<file path="src/rtl/q3_stim_driver.sv">
// Stimulus driver and checker for a 3-bit-window "exactly two of three" detector.
// Streams one window per three cycles and scores the detector's answer one window later.
module q3_stim_driver #(
    parameter int CNT_W = 16
) (
    input  logic             clk,
    input  logic             reset,
    input  logic             en,
    input  logic             pat_valid,
    input  logic [2:0]       pat_data,
    output logic             pat_ready,
    output logic             s_out,
    output logic             w_out,
    input  logic             z_in,
    output logic             res_valid,
    output logic             res_z,
    output logic             res_err,
    output logic [CNT_W-1:0] win_cnt,
    output logic [CNT_W-1:0] err_cnt
);

    typedef enum logic [2:0] {
        IDLE,
        START,
        BIT0,
        BIT1,
        BIT2
    } state_t;

    state_t             state_q, state_d;
    logic [2:0]         cur_q, cur_d;
    logic               cur_real_q, cur_real_d;
    logic               cur_exp_q, cur_exp_d;
    logic               pend_real_q, pend_real_d;
    logic               pend_exp_q, pend_exp_d;
    logic               res_valid_q, res_valid_d;
    logic               res_z_q, res_z_d;
    logic               res_err_q, res_err_d;
    logic [CNT_W-1:0]   win_cnt_q, win_cnt_d;
    logic [CNT_W-1:0]   err_cnt_q, err_cnt_d;
    logic               pat_two_ones;

    assign pat_two_ones = (pat_data == 3'b011) || (pat_data == 3'b101) || (pat_data == 3'b110);

    always_ff @(posedge clk) begin
        if (reset) begin
            state_q     <= IDLE;
            cur_q       <= 3'b000;
            cur_real_q  <= 1'b0;
            cur_exp_q   <= 1'b0;
            pend_real_q <= 1'b0;
            pend_exp_q  <= 1'b0;
            res_valid_q <= 1'b0;
            res_z_q     <= 1'b0;
            res_err_q   <= 1'b0;
            win_cnt_q   <= '0;
            err_cnt_q   <= '0;
        end else begin
            state_q     <= state_d;
            cur_q       <= cur_d;
            cur_real_q  <= cur_real_d;
            cur_exp_q   <= cur_exp_d;
            pend_real_q <= pend_real_d;
            pend_exp_q  <= pend_exp_d;
            res_valid_q <= res_valid_d;
            res_z_q     <= res_z_d;
            res_err_q   <= res_err_d;
            win_cnt_q   <= win_cnt_d;
            err_cnt_q   <= err_cnt_d;
        end
    end

    always_comb begin
        state_d     = state_q;
        cur_d       = cur_q;
        cur_real_d  = cur_real_q;
        cur_exp_d   = cur_exp_q;
        pend_real_d = pend_real_q;
        pend_exp_d  = pend_exp_q;
        res_valid_d = 1'b0;
        res_z_d     = res_z_q;
        res_err_d   = res_err_q;
        win_cnt_d   = win_cnt_q;
        err_cnt_d   = err_cnt_q;
        pat_ready   = 1'b0;
        s_out       = 1'b0;
        w_out       = 1'b0;

        case (state_q)
            IDLE: begin
                if (en) state_d = START;
            end
            START: begin
                s_out     = 1'b1;
                pat_ready = 1'b1;
                state_d   = BIT0;
            end
            BIT0: begin
                // The detector's answer for the previous window is visible only now.
                w_out       = cur_q[0];
                state_d     = BIT1;
                res_valid_d = pend_real_q;
                if (pend_real_q) begin
                    res_z_d   = z_in;
                    res_err_d = (z_in != pend_exp_q);
                    if (win_cnt_q != {CNT_W{1'b1}}) win_cnt_d = win_cnt_q + CNT_W'(1);
                    if ((z_in != pend_exp_q) && (err_cnt_q != {CNT_W{1'b1}}))
                        err_cnt_d = err_cnt_q + CNT_W'(1);
                end
            end
            BIT1: begin
                w_out   = cur_q[1];
                state_d = BIT2;
            end
            BIT2: begin
                w_out       = cur_q[2];
                pat_ready   = 1'b1;
                pend_real_d = cur_real_q;
                pend_exp_d  = cur_exp_q;
                state_d     = BIT0;
            end
            default: state_d = IDLE;
        endcase

        // A missing pattern becomes an all-zero filler window that is never scored.
        if (pat_ready) begin
            cur_d      = pat_valid ? pat_data : 3'b000;
            cur_real_d = pat_valid;
            cur_exp_d  = pat_valid && pat_two_ones;
        end
    end

    assign res_valid = res_valid_q;
    assign res_z     = res_z_q;
    assign res_err   = res_err_q;
    assign win_cnt   = win_cnt_q;
    assign err_cnt   = err_cnt_q;

endmodule

</file>
<file path="config.mk">
export PLATFORM = sky130hd
export DESIGN_NAME = q3_stim_driver
export DESIGN_NICKNAME = d
export VERILOG_FILES = /design/src/rtl/q3_stim_driver.sv
export SDC_FILE = /design/constraint.sdc
export NUM_CORES = 1
export LEC_CHECK = 0
export ABC_CLOCK_PERIOD_IN_PS = 2700
export CAP_MARGIN = 30
export CELL_PAD_IN_SITES_DETAIL_PLACEMENT = 0
export CELL_PAD_IN_SITES_GLOBAL_PLACEMENT = 1
export CORE_MARGIN = 8
export CORE_UTILIZATION = 30
export CTS_BUF_LIST = sky130_fd_sc_hd__clkbuf_4
export DETAILED_ROUTE_END_ITERATION = 8
export HOLD_SLACK_MARGIN = 0.12
export PLACE_DENSITY = 0.75
export SKIP_LAST_GASP = 1
export SLEW_MARGIN = 5
export SYNTH_ARGS = -nofsm -noshare
export SYNTH_HDL_FRONTEND = slang
export SYNTH_SLANG_ARGS = --single-unit
</file>
<file path="constraint.sdc">
create_clock -name clk -period 2.7 [get_ports clk]
set_input_delay 0.405 -clock clk [delete_from_list [all_inputs] [get_ports clk]]
set_output_delay 0.405 -clock clk [all_outputs]
set_load 0.02 [all_outputs]
</file>
==> summary.txt <==
Global routing
  • Initial antenna violation count: 0
  • Grt ovf: 0
  • GRT Overall Usage: 10.31%
  • Largest net degree at the start of global routing: 22
  • First-pass GRT wire length: 8383 um
  • Vias in the first global route: 1804

Cells and area
  • Share of layout cells above drive strength 1: 6.711%
  • Reg area: 900.9 um^2
  • Diode count: 0
  • Area of the multi-input gates: 1131 um^2
  • Fin cells: between 300 and 400
  • Fin nets: approximately 310
  • Layout area overhead: 29.92%
  • Fillers: roughly 720
  • Most frequent cells in the layout: dfxtp_1, clkdlybuf4s50_1, nor2_1

Synth
  • Largest family of logic cells by synthesized area: simple AND/OR/NAND/NOR gates
  • Synth Area in XOR/XNOR: around 11%
  • Avg Cell Area, Syn: ~8.5 um^2
  • Post-synth EDFFs: 0
  • Sequential share of the synthesized area: 42.65%
  • Simple-Gate Fraction of Synth Area: 29.62%
  • Post-synthesis adder-cell area fraction: 1.185%
  • Yosys warns: 0
  • Post-synthesis cell type count: 41
  • Fraction of synthesized area in multiplexers: 1.481%
  • Net Count, Synth: 259
  • Mapped Cells: 249
  • Synth Area in Compound Gates: 10.49%
  • Synth Cell Area: 2112 um^2
  • Fraction of registers with async set/reset: 0%
  • Ys flop type: dfxtp_1
  • Number of register bits inferred by synthesis: 45

Clock network
  • Post-CTS sizing: 0
  • CTS Buf Count: 5
  • CTS tree: yes
  • Clock slew at reported path FFs: roughly 120 ps
  • Clock Latency Late Sink: ~350 ps
  • CTS Root Cell: clkbuf_4
  • Htree depth: 2
  • Clk buf depth: 2
  • Clock sink count: 45
  • Post-CTS Setup Repair Bufs: 0
  • CTS Hold Bufs: 0

STA
  • Worst slew pin tran: 832.8 ps
  • Min cycle time layout: 2477 ps
  • Setup Viol. Count Final: 0
  • RSZ-0062 raised after global routing: false
  • Final Hold Fails: 0
  • Final Max Tran Viols: 0
  • Clk_skew: 5.464 ps
  • Achievable frequency: approximately 0.40 GHz
  • Crit share post-route: about nine tenths
  • Rel. slew slack: 43.04%
  • TNS Setup: 0 ps
  • Setup ws final: between 200 and 250 ps

Die
  • IO Count: 46
  • FP Rows: 30
  • Die extent in x: 99.91 um
  • Core area: 6794 um^2
  • Die area: 9981 um^2
  • Initial Util: 31.09%
  • Die Y: 99.91 um

Worst setup path
  • WS Path Type: flip-flop to primary output
  • Worst Path Arrival: 2070 ps
  • R2R depth: 5
  • CP Launch Point: state_q[0]
  • Critical R2R Capture: err_cnt[15]
  • CP required: roughly 2300 ps
  • Setup crit end kind: primary output
  • R2R Path Start: state_q[0]
  • Startpoint type of the worst setup path: flip-flop
  • Reg2reg setup slack: between 400 and 500 ps
  • Crit-path max FO: 12

Drt
  • Wirelength per Cell: roughly 13 um
  • Pre-antenna DRT Iters: 4
  • Drt drc: 0
  • Initial drt markers: between 70 and 80
  • Via-to-Cell Ratio: 4.713
  • DRT Wirelength: 4929 um
  • Via count: ~1900
  • Post-route ant nets: 0

Placement
  • Pre-CTS WS: around 170 ps
  • Placed insts: ~390
  • HPWL Detailed: 3638 um
  • PortBufs: 45
  • GPL Wtd Cong: between 0.7 and 0.8

Power
  • Total Power: 1.051 mW
  • PD cells: about 380 nW/um^2
  • Max IR drop VDD: 151.6 uV
  • Pleak: 0.8481 nW

Worst hold path
  • Hold path start: cur_q[2]
  • Hold EP: cur_q[2]
  • Class of the worst hold path: flip-flop to flip-flop
  • Min-Delay Path Depth: 2

Job
  • MaxCap Viol Count: 0

Status
  • Status: finished, final reports clean
## where the power goes
group / internal (mW) / switching, mW
sequential: 0.670 / 0.00919
combinational: 0.0307 / 0.0357
clock: 0.0945 / 0.211
## worst max-delay path by stage
stage | end | slack (ps)
after floorplan | err_cnt[9] | 440
after global placement | err_cnt[15] | 220
after detailed placement | err_cnt[15] | 170
after CTS | pat_ready | 200
after global routing | pat_ready | 70
final | pat_ready | 220
## sequential cells by signal, indices dropped and copies added (netlist names)
signal	cells
cur_exp_q	1
res_z	1
state_q	3
cur_real_q	1
res_err	1
pend_exp_q	1
pend_real_q	1
res_valid	1
cur_q	3
win_cnt	16
err_cnt	16
## metrics by stage
step / hold slack [ps] / utilization (%) / instance area [um^2]
after floorplan: 431.9 / - / 2112
after global placement: 443.0 / 39.65 / 2694
after detailed placement: 447.2 / 39.65 / 2694
after CTS: 464.1 / 40.39 / 2744
after global routing: 472.7 / 40.39 / 2744
final: 460.8 / 40.39 / 2744
## cells by family after synthesis
group,after synthesis
fa+ha+maj,2
compound gates,35
mux,3
simple gates,119
buf+inv,19
xor+xnor,26
flops,45
## cell type report
type	count	area share, %
timing repair buffer	51	18.51
clock inverter	3	0.4560
clock buffer	5	1.368
inverter	9	1.231
sequential	45	32.83
tap	96	4.378
multi-input combinational	185	41.22
## cells in the mapped netlist (2+ instances only)
library cell   n  area, um^2
ha_1           2       25.02
nand3_1       15       75.07
dfxtp_1       45       900.9
or3_1          4       25.02
o21ai_0        8       40.04
nand2_1       26       97.59
xnor2_1       19       166.4
nor4_1         8       50.05
nor3_1         8       40.04
nand4_1        7       43.79
xor2_1         7       61.31
mux2i_1        2       20.02
clkbuf_1       7       26.28
and3_1         3       18.77
a211oi_1       3       22.52
nand2b_1       2       12.51
inv_1          9       33.78
a2111oi_0      3       26.28
a21oi_1       15       75.07
nor2_1        35       131.4
## per-layer routing
layer,GRT usage [%],vias up,wire length (um)
li1,-,971,-
met1,11.80,845,2296
met2,17.19,35,2273
met3,3.460,6,278
met4,4.191,0,81
met5,0,-,0
## critical path, stage by stage, from the launching register on
cell and delay, ps:
dfxtp_1 560, xor2_1 190, nand2_1 160, inv_1 180, clkdlybuf4s50_1 630
No activity file was read; power rests on OpenSTA's default activity.
